`src/rtl/fifo_ram_mp.sv`:
```
// fifo_ram_mp: circular FIFO over a register file with multi-lane enqueue/dequeue,
// random-access read/write ports, flush and asynchronous clear.
module fifo_ram_mp #(
  parameter  int ENTRY_WIDTH   = 32,
  parameter  int N_ENTRIES     = 8,
  parameter  int N_ENQ_PORTS   = 2,
  parameter  int N_DEQ_PORTS   = 2,
  parameter  int N_READ_PORTS  = 2,
  parameter  int N_WRITE_PORTS = 2,
  localparam int PTR_WIDTH     = $clog2(N_ENTRIES),
  localparam int CTR_WIDTH     = PTR_WIDTH + 1
) (
  input  logic                   clk,
  input  logic                   rst_aL,
  input  logic [N_ENQ_PORTS-1:0] enq_valid,
  output logic [N_ENQ_PORTS-1:0] enq_ready,
  input  logic [ENTRY_WIDTH-1:0] enq_data [N_ENQ_PORTS],
  output logic [PTR_WIDTH-1:0]   enq_addr [N_ENQ_PORTS],
  input  logic [N_DEQ_PORTS-1:0] deq_ready,
  output logic [N_DEQ_PORTS-1:0] deq_valid,
  output logic [ENTRY_WIDTH-1:0] deq_data [N_DEQ_PORTS],
  output logic [PTR_WIDTH-1:0]   deq_addr [N_DEQ_PORTS],
  input  logic [PTR_WIDTH-1:0]   rd_addr  [N_READ_PORTS],
  output logic [ENTRY_WIDTH-1:0] rd_data  [N_READ_PORTS],
  input  logic [N_WRITE_PORTS-1:0] wr_en,
  input  logic [PTR_WIDTH-1:0]   wr_addr  [N_WRITE_PORTS],
  input  logic [ENTRY_WIDTH-1:0] wr_data  [N_WRITE_PORTS],
  input  logic                   flush,
  output logic [CTR_WIDTH-1:0]   count,
  output logic                   full,
  output logic                   empty
);

  localparam logic [CTR_WIDTH-1:0] DEPTH_C = CTR_WIDTH'(N_ENTRIES);
  localparam logic [CTR_WIDTH-1:0] ZERO_C  = {CTR_WIDTH{1'b0}};
  localparam logic [CTR_WIDTH-1:0] ONE_C   = {{(CTR_WIDTH-1){1'b0}}, 1'b1};

  logic [CTR_WIDTH-1:0]   head_r;
  logic [CTR_WIDTH-1:0]   tail_r;
  logic [ENTRY_WIDTH-1:0] mem_r [N_ENTRIES];
  logic [CTR_WIDTH-1:0]   count_s;
  logic [CTR_WIDTH-1:0]   free_s;
  logic [CTR_WIDTH-1:0]   n_enq_s;
  logic [CTR_WIDTH-1:0]   n_deq_s;
  logic [N_ENQ_PORTS-1:0] enq_acc_s;
  logic [N_DEQ_PORTS-1:0] deq_acc_s;

  // Occupancy is the wrapped pointer difference; one extra bit separates full from empty
  assign count_s = tail_r - head_r;
  assign free_s  = DEPTH_C - count_s;
  assign count   = count_s;
  assign empty   = (count_s == ZERO_C);
  assign full    = (count_s == DEPTH_C);

  // Lane handshakes and addresses come from registered pointers only, never from flush
  always_comb begin
    for (int i = 0; i < N_ENQ_PORTS; i++) begin
      enq_ready[i] = (free_s > CTR_WIDTH'(i));
      enq_addr[i]  = tail_r[PTR_WIDTH-1:0] + PTR_WIDTH'(i);
    end
    for (int j = 0; j < N_DEQ_PORTS; j++) begin
      deq_valid[j] = (count_s > CTR_WIDTH'(j));
      deq_addr[j]  = head_r[PTR_WIDTH-1:0] + PTR_WIDTH'(j);
      deq_data[j]  = mem_r[head_r[PTR_WIDTH-1:0] + PTR_WIDTH'(j)];
    end
  end

  // Prefix acceptance: a lane only counts if every lower lane also handshook
  always_comb begin
    logic run_s;
    enq_acc_s = {N_ENQ_PORTS{1'b0}};
    deq_acc_s = {N_DEQ_PORTS{1'b0}};
    n_enq_s   = ZERO_C;
    n_deq_s   = ZERO_C;
    run_s     = 1'b1;
    for (int i = 0; i < N_ENQ_PORTS; i++) begin
      run_s        = run_s & enq_valid[i] & enq_ready[i];
      enq_acc_s[i] = run_s;
      if (run_s) n_enq_s = n_enq_s + ONE_C;
      else       n_enq_s = n_enq_s;
    end
    run_s = 1'b1;
    for (int j = 0; j < N_DEQ_PORTS; j++) begin
      run_s        = run_s & deq_ready[j] & deq_valid[j];
      deq_acc_s[j] = run_s;
      if (run_s) n_deq_s = n_deq_s + ONE_C;
      else       n_deq_s = n_deq_s;
    end
  end

  // Random-access reads see registered contents only
  always_comb begin
    for (int r = 0; r < N_READ_PORTS; r++) begin
      rd_data[r] = mem_r[rd_addr[r]];
    end
  end

  // Head/tail pointers
  always_ff @(posedge clk or negedge rst_aL) begin
    if (!rst_aL) begin
      head_r <= ZERO_C;
      tail_r <= ZERO_C;
    end else if (flush) begin
      head_r <= ZERO_C;
      tail_r <= ZERO_C;
    end else begin
      tail_r <= tail_r + n_enq_s;
      head_r <= head_r + n_deq_s;
    end
  end

  // Storage: later assignments win, so ports go in ascending order and enqueues last
  always_ff @(posedge clk or negedge rst_aL) begin
    if (!rst_aL) begin
      for (int e = 0; e < N_ENTRIES; e++) mem_r[e] <= {ENTRY_WIDTH{1'b0}};
    end else if (!flush) begin
      for (int p = 0; p < N_WRITE_PORTS; p++) begin
        if (wr_en[p]) mem_r[wr_addr[p]] <= wr_data[p];
      end
      for (int i = 0; i < N_ENQ_PORTS; i++) begin
        if (enq_acc_s[i]) mem_r[tail_r[PTR_WIDTH-1:0] + PTR_WIDTH'(i)] <= enq_data[i];
      end
    end
  end

endmodule

```
`config.mk`:
```
export PLATFORM = sky130hd
export DESIGN_NAME = fifo_ram_mp
export DESIGN_NICKNAME = d
export VERILOG_FILES = /design/src/rtl/fifo_ram_mp.sv
export SDC_FILE = /design/constraint.sdc
export NUM_CORES = 1
export LEC_CHECK = 0
export CAP_MARGIN = 20
export CORE_ASPECT_RATIO = 1.25
export CORE_MARGIN = 1.5
export CORE_UTILIZATION = 32
export CTS_CLUSTER_SIZE = 20
export DETAILED_ROUTE_END_ITERATION = 6
export DONT_BUFFER_PORTS = 1
export GPL_ROUTABILITY_DRIVEN = 0
export SLEW_MARGIN = 20
export SYNTH_ARGS = -nofsm -noshare
export SYNTH_HDL_FRONTEND = slang
export SYNTH_SLANG_ARGS = --single-unit
```
`constraint.sdc`:
```
create_clock -name clk -period 5.6 [get_ports clk]
set_input_delay 0.56 -clock clk [delete_from_list [all_inputs] [get_ports clk]]
set_output_delay 0.56 -clock clk [all_outputs]
set_load 0.005 [all_outputs]
```
==> impl_metrics.env, run 1 <==
export IMPL_syn_instance_count=2819
export IMPL_clkSinkCount=264
export IMPL_die_x_um=264
export IMPL_synth_nets=2982
export IMPL_fin_util_pct=33.8
export IMPL_synth_avg_cell_area_um2=9.66
export IMPL_numPortBuffers=0
export IMPL_clock_root_buffer="clkbuf_16"
export IMPL_swShare_pct=43.7
export IMPL_rsz0062_at_grt="no"
export IMPL_grt_max_degree=265
export IMPL_p_total_w=0.0133
export IMPL_drc=0
export IMPL_power_frac_seq_pct=28.4
export IMPL_finClkSkew_ns=0.0183
export IMPL_nets=2650
export IMPL_p_switching_w=0.00580
export IMPL_syn_cell_area_mm2=0.0272
export IMPL_worstPathArrival_ns=4.06
export IMPL_async_flop_share_pct=100
export IMPL_finalMaxSlewViolations=0
export IMPL_tns_ns=0
export IMPL_path_class="register to output port"
export IMPL_drive_above_1_share_pct=21.1
export IMPL_period_needed_ns=4.62
export IMPL_fmax_mhz=216
export IMPL_max_stage_delay_ns=0.58
export IMPL_synth_edf_count=0
export IMPL_hp_class="input pin to async pin"
export IMPL_cts_resized=0
export IMPL_intPower_w=0.00748
export IMPL_slowest_stage="nor3_4"
export IMPL_fin_area_mm2=0.0285
export IMPL_status="finished with violations"
export IMPL_max_slew_margin_pct=18.3
export IMPL_vias=24600
export IMPL_ios=299
export IMPL_initial_utilization_pct=32.3
export IMPL_critical_path_max_fanout=26
export IMPL_clkSlewWorstSetupHoldPaths_ns=0.05
export IMPL_ys_types=45
export IMPL_cts_buffers=35
export IMPL_rows=119
export IMPL_cts_setup_buffers=0
export IMPL_drt_iter0_markers=2932
export IMPL_cts_tree="done"
export IMPL_finalHoldViolations=264
export IMPL_maxCapViolCount=0
export IMPL_ys_ff_latch=264
export IMPL_num_fill_cells=8523
export IMPL_cp_end_kind="output port"
export IMPL_p_leak_nw=9.46
export IMPL_dr_pass1_iters=5
export IMPL_final_antenna_net_count=0
export IMPL_routed_wirelength_um=120000
export IMPL_placed_cell_area_mm2=0.0274
export IMPL_viasPerCell=6.82
export IMPL_peakVddDrop_uv=269
export IMPL_cp_cell_sequence="inv_1, ha_1, fa_1, xor2_1, nand3_1, nor3_4, inv_4, nand2_4, buf_4, inv_1"
export IMPL_antenna_found_initial=7
export IMPL_power_frac_clock_pct=17.7
export IMPL_wl_per_cell_um=33.2
export IMPL_grt_util_all_layers_pct=26.7
export IMPL_yosys_area_top_type="dfrtp_1"
export IMPL_cts_buffer_depth=3
export IMPL_clk_latency_ns=0.56
export IMPL_die_h_um=329
export IMPL_startpoint_type="register"
export IMPL_crit_family="simple AND/OR/NAND/NOR gates"
export IMPL_die_area_mm2=0.0869
export IMPL_power_share_combinational_pct=53.9
export IMPL_ys_seq_area_share_pct=24.2
export IMPL_crit_buf_inv=4
export IMPL_netlist_top_cells_area="dfrtp_1 24%, mux4_2 21%, mux2i_1 19%"
export IMPL_setup_violations=0
export IMPL_grt_pass1_wl_um=171000
export IMPL_synth_top_cell_area_share_pct=24.2
export IMPL_core_mm2=0.0843
export IMPL_critPathRequiredTime_ns=5.04
export IMPL_cellPowerDensity_mw_per_mm2=466
export IMPL_ys_warn_count=0
export IMPL_syn_to_final_growth_pct=4.62
export IMPL_post_route_period_util_pct=82.5
export IMPL_crit_top_cell="inv_1"
export IMPL_whs_ns=-0.271
export IMPL_grt_overflow_total=0
export IMPL_synthFlopType="dfrtp_1"
export IMPL_worst_pin_slew_ns=1.22
export IMPL_cts_max_level=2
export IMPL_violations="negative hold slack"
export IMPL_dp_hpwl_um=71700
export IMPL_grt_pass1_vias=23400
[cells in the final DEF (no fill, tap or decap), types with 3 or more instances in the layout]
master,instances
dfrtp_1,261
mux2i_1,512
nor3_4,3
a31oi_4,4
ha_1,10
o22ai_1,192
clkbuf_8,10
nor2_4,5
clkbuf_1,7
nor4bb_4,4
nor2b_1,7
nand4_1,3
nand3_1,7
xnor2_1,4
or2_2,33
and3_2,3
nor3_1,4
clkbuf_16,35
nand2_1,227
nand4b_1,6
clkinv_2,5
diode_2,3
fa_1,3
o32ai_1,64
a21oi_1,388
nand3_2,6
buf_12,3
o21ai_0,128
inv_1,10
buf_4,44
mux2_2,96
nor2_1,140
mux4_2,256
[path summary, 6_finish.rpt]
path                                 from      endpoint  slack (ns)  depth (start not counted)
worst max register to register  tail_r[0]    mem_r[135]        1.09                         11
min in group clk                    flush     head_r[2]        0.13                          1
worst min-delay path               rst_aL     head_r[0]       -0.27                          0
worst min register to register  head_r[3]     head_r[3]        0.57                          2
worst max-delay path            tail_r[0]  enq_ready[1]        0.98                         10
max in group asynchronous          rst_aL    mem_r[238]        5.22                          0
[metal layers]
layer | wire length, um | global-route usage (%) | share of wire, %
met5 | 8 | 0 | 0.0067
met4 | 5780 | 12.2 | 4.8
met3 | 13600 | 7.18 | 11
met2 | 57100 | 44.3 | 48
met1 | 43000 | 32.3 | 36
[power groups by stage]
| stage | Clock (W) | Combinational, W | Sequential (W) |
|---|---|---|---|
| 2_1_floorplan | 0 | 0.00572 | 0.00328 |
| 3_3_place_gp | 0 | 0.00705 | 0.00370 |
| 3_5_place_dp | 0 | 0.00714 | 0.00375 |
| 4_1_cts | 0.00238 | 0.00716 | 0.00372 |
| 5_1_grt | 0.00244 | 0.00767 | 0.00389 |
| 6_report | 0.00236 | 0.00716 | 0.00377 |
[through the flow]
stage,instances,setup WS [ns]
2_1_floorplan,2819,1.77
3_3_place_gp,3539,1.25
3_5_place_dp,3539,1.18
4_1_cts,3599,0.979
5_1_grt,3601,0.843
6_report,3602,0.978
[flip-flops by register name, indices dropped and copies added (netlist names)]
signal,flops
mem_r,256
head_r,4
tail_r,4
[final cells by class]
| class | count | area, um^2 | area share, % |
|---|---|---|---|
| flip-flops and latches | 264 | 6620 | 23.2 |
| clock inverters | 8 | 93.8 | 0.329 |
| inverters | 13 | 58.8 | 0.206 |
| well taps | 1089 | 1360 | 4.78 |
| diodes | 3 | 7.51 | 0.0263 |
| clock buffers | 52 | 1040 | 3.65 |
| repair buffers | 47 | 390 | 1.37 |
| multi-input cells | 2126 | 18900 | 66.4 |
[Yosys cell counts, types with 10 or more instances]
library cell	count
a21oi_1	388
buf_1	44
buf_2	100
buf_4	20
buf_6	14
clkbuf_1	238
dfrtp_1	264
ha_1	11
inv_1	10
mux2_2	96
mux2i_1	512
mux4_2	256
nand2_1	227
nor2_1	141
o21ai_0	128
o22ai_1	192
o32ai_1	64
or2_2	33
[cells by family (layout without fill, tap and decap cells)]
family          Yosys count  after routing  share of synthesized area (%)
compound gates          779            779                           16.2
buf+inv                 429            120                           7.04
flops                   264            264                           24.2
xor+xnor                  8              8                          0.285
simple gates            461            461                           7.52
fa+ha+maj                14             14                          0.726
other cells               0              3                              0
mux                     864            864                           43.9
(Power assumes the default switching activity.)
==> run 2: changes to the inputs <==
- clock period: 5.6 -> 3.95 ns (I/O delays scaled with it)
==> run 2 against run 1 <==
  * The run still ends with negative hold slack left
  * Largest power group unchanged
  * Sequential share of layout area shrank 0.31 points
  * Die area unchanged
  * Setup slack worse by 0.65 ns
  * Sequential power grew 39%
  * Critical endpoint is now deq_data[12]
==> impl_metrics.env, run 2 (synthesized netlist as in run 1, its figures left out) <==
export IMPL_die_h_um=329
export IMPL_hp_class="input pin to async pin"
export IMPL_cts_hold_fix_buffers=1
export IMPL_peakVddDrop_uv=567
export IMPL_crit_top_cell="buf_12"
export IMPL_viasPerCell=6.73
export IMPL_p_switching_w=0.00827
export IMPL_worst_pin_slew_ns=1.38
export IMPL_critical_path_max_fanout=91
export IMPL_slowest_stage="mux4_2"
export IMPL_path_class="register to output port"
export IMPL_post_route_period_util_pct=91.8
export IMPL_core_mm2=0.0843
export IMPL_die_area_mm2=0.0869
export IMPL_startpoint_type="register"
export IMPL_clkSlewWorstSetupHoldPaths_ns=0.06
export IMPL_swShare_pct=43.3
export IMPL_num_fill_cells=8412
export IMPL_power_frac_seq_pct=27.4
export IMPL_antenna_found_initial=9
export IMPL_cp_cell_sequence="buf_12, ha_4, buf_12, mux4_2, mux2_2"
export IMPL_grt_max_degree=265
export IMPL_finalHoldViolations=264
export IMPL_drc=0
export IMPL_cts_resized=0
export IMPL_r2r_slack_ns=0.67
export IMPL_cts_buffers=35
export IMPL_period_needed_ns=3.63
export IMPL_intPower_w=0.0108
export IMPL_grt_overflow_total=0
export IMPL_tns_ns=0
export IMPL_grt_pass1_wl_um=173000
export IMPL_drive_above_1_share_pct=21.8
export IMPL_setup_violations=0
export IMPL_dp_cells=3563
export IMPL_max_slew_margin_pct=7.76
export IMPL_power_frac_clock_pct=18.1
export IMPL_status="finished with violations"
export IMPL_grt_pass1_vias=23400
export IMPL_maxCapViolCount=0
export IMPL_max_stage_delay_ns=0.60
export IMPL_worstPathArrival_ns=3.23
export IMPL_finalMaxSlewViolations=0
export IMPL_cts_tree="done"
export IMPL_clock_root_buffer="clkbuf_16"
export IMPL_largest_reg_flops=256
export IMPL_wl_per_cell_um=32.9
export IMPL_initial_utilization_pct=32.3
export IMPL_cts_buffer_depth=3
export IMPL_syn_to_final_growth_pct=6.03
export IMPL_numPortBuffers=0
export IMPL_ios=299
export IMPL_fin_util_pct=34.3
export IMPL_cts_max_level=2
export IMPL_die_x_um=264
export IMPL_p_leak_nw=9.64
export IMPL_largestRegisters="mem_r: 256 flops, head_r: 4 flops, tail_r: 4 flops"
export IMPL_clkSinkCount=264
export IMPL_critPathRequiredTime_ns=3.56
export IMPL_final_cell_mix="512 x mux2i_1, 388 x a21oi_1, 261 x dfrtp_1"
export IMPL_dr_pass1_iters=7
export IMPL_cellPowerDensity_mw_per_mm2=662
export IMPL_rsz0062_at_grt="no"
export IMPL_fmax_mhz=276
export IMPL_largest_register="mem_r"
export IMPL_power_share_combinational_pct=54.5
export IMPL_rows=119
export IMPL_finClkSkew_ns=0.0237
export IMPL_clk_latency_ns=0.57
export IMPL_drt_iter0_markers=3112
export IMPL_p_total_w=0.0191
export IMPL_layout_commonest_cell="mux2i_1"
export IMPL_fin_cells=3628
export IMPL_final_antenna_net_count=0
export IMPL_vias=24400
export IMPL_dp_hpwl_um=71300
export IMPL_nets=2675
export IMPL_violations="negative hold slack"
export IMPL_whs_ns=-0.431
export IMPL_grt_util_all_layers_pct=26.8
export IMPL_routed_wirelength_um=119000
export IMPL_cp_end_kind="output port"
## run 2: critical path: cells and delay by family (launching register included)
kind,cells,cell delay (ns)
flops,1,0.42
buf+inv,2,0.86
mux,2,0.93
fa+ha+maj,1,0.26
## run 2: area by class of cell
cell class / instances / area, um^2 / area share (%)
clock buffers: 55 / 1110 / 3.85
multi-input cells: 2126 / 18900 / 65.6
inverters: 13 / 58.8 / 0.204
clock inverters: 4 / 70.1 / 0.243
flip-flops and latches: 264 / 6620 / 22.9
diodes: 5 / 12.5 / 0.0433
well taps: 1089 / 1360 / 4.72
repair buffers: 72 / 718 / 2.49
## run 2: final timing paths
path | endpoint | startpoint | cells after the start
hold / removal | head_r[2] | rst_aL | 0
min in group clk | mem_r[190] | enq_data[62] | 2
max in group asynchronous | mem_r[175] | rst_aL | 0
setup / recovery | deq_data[12] | head_r[0] | 5
hold reg to reg | head_r[3] | head_r[3] | 2
setup reg to reg | tail_r[2] | head_r[0] | 12
## run 2: routing by layer
layer / GRT usage, % / vias up / wire length [um]
met5: 0.162 / - / 12
met4: 11.9 / 2 / 5970
met3: 7.30 / 378 / 13000
met2: 44.5 / 1626 / 57100
met1: 32.5 / 12300 / 43300
li1: - / 10100 / -
## run 2: what timing repair did
item                       CTS  global route
hold endpoints to repair   272           264
setup endpoints to repair    0             0
setup buffers                0             0
## run 2: power groups by stage
| stage | Combinational (W) | Sequential (W) | Clock, W |
|---|---|---|---|
| floorplan | 0.00811 | 0.00464 | 0 |
| global placement | 0.0102 | 0.00514 | 0 |
| detailed placement | 0.0104 | 0.00521 | 0 |
| CTS | 0.0104 | 0.00517 | 0.00348 |
| global route | 0.0112 | 0.00541 | 0.00355 |
| finish | 0.0104 | 0.00524 | 0.00346 |
## run 2: stage by stage
step / area [um^2] / hold WS [ns] / setup slack (ns)
after floorplan: 27200 / 0.0994 / 0.119
after global placement: 27700 / 0.135 / 0.736
after detailed placement: 27700 / 0.136 / 0.722
after CTS: 28900 / -0.468 / 0.219
after global routing: 28900 / -0.444 / 0.164
final: 28900 / -0.431 / 0.323
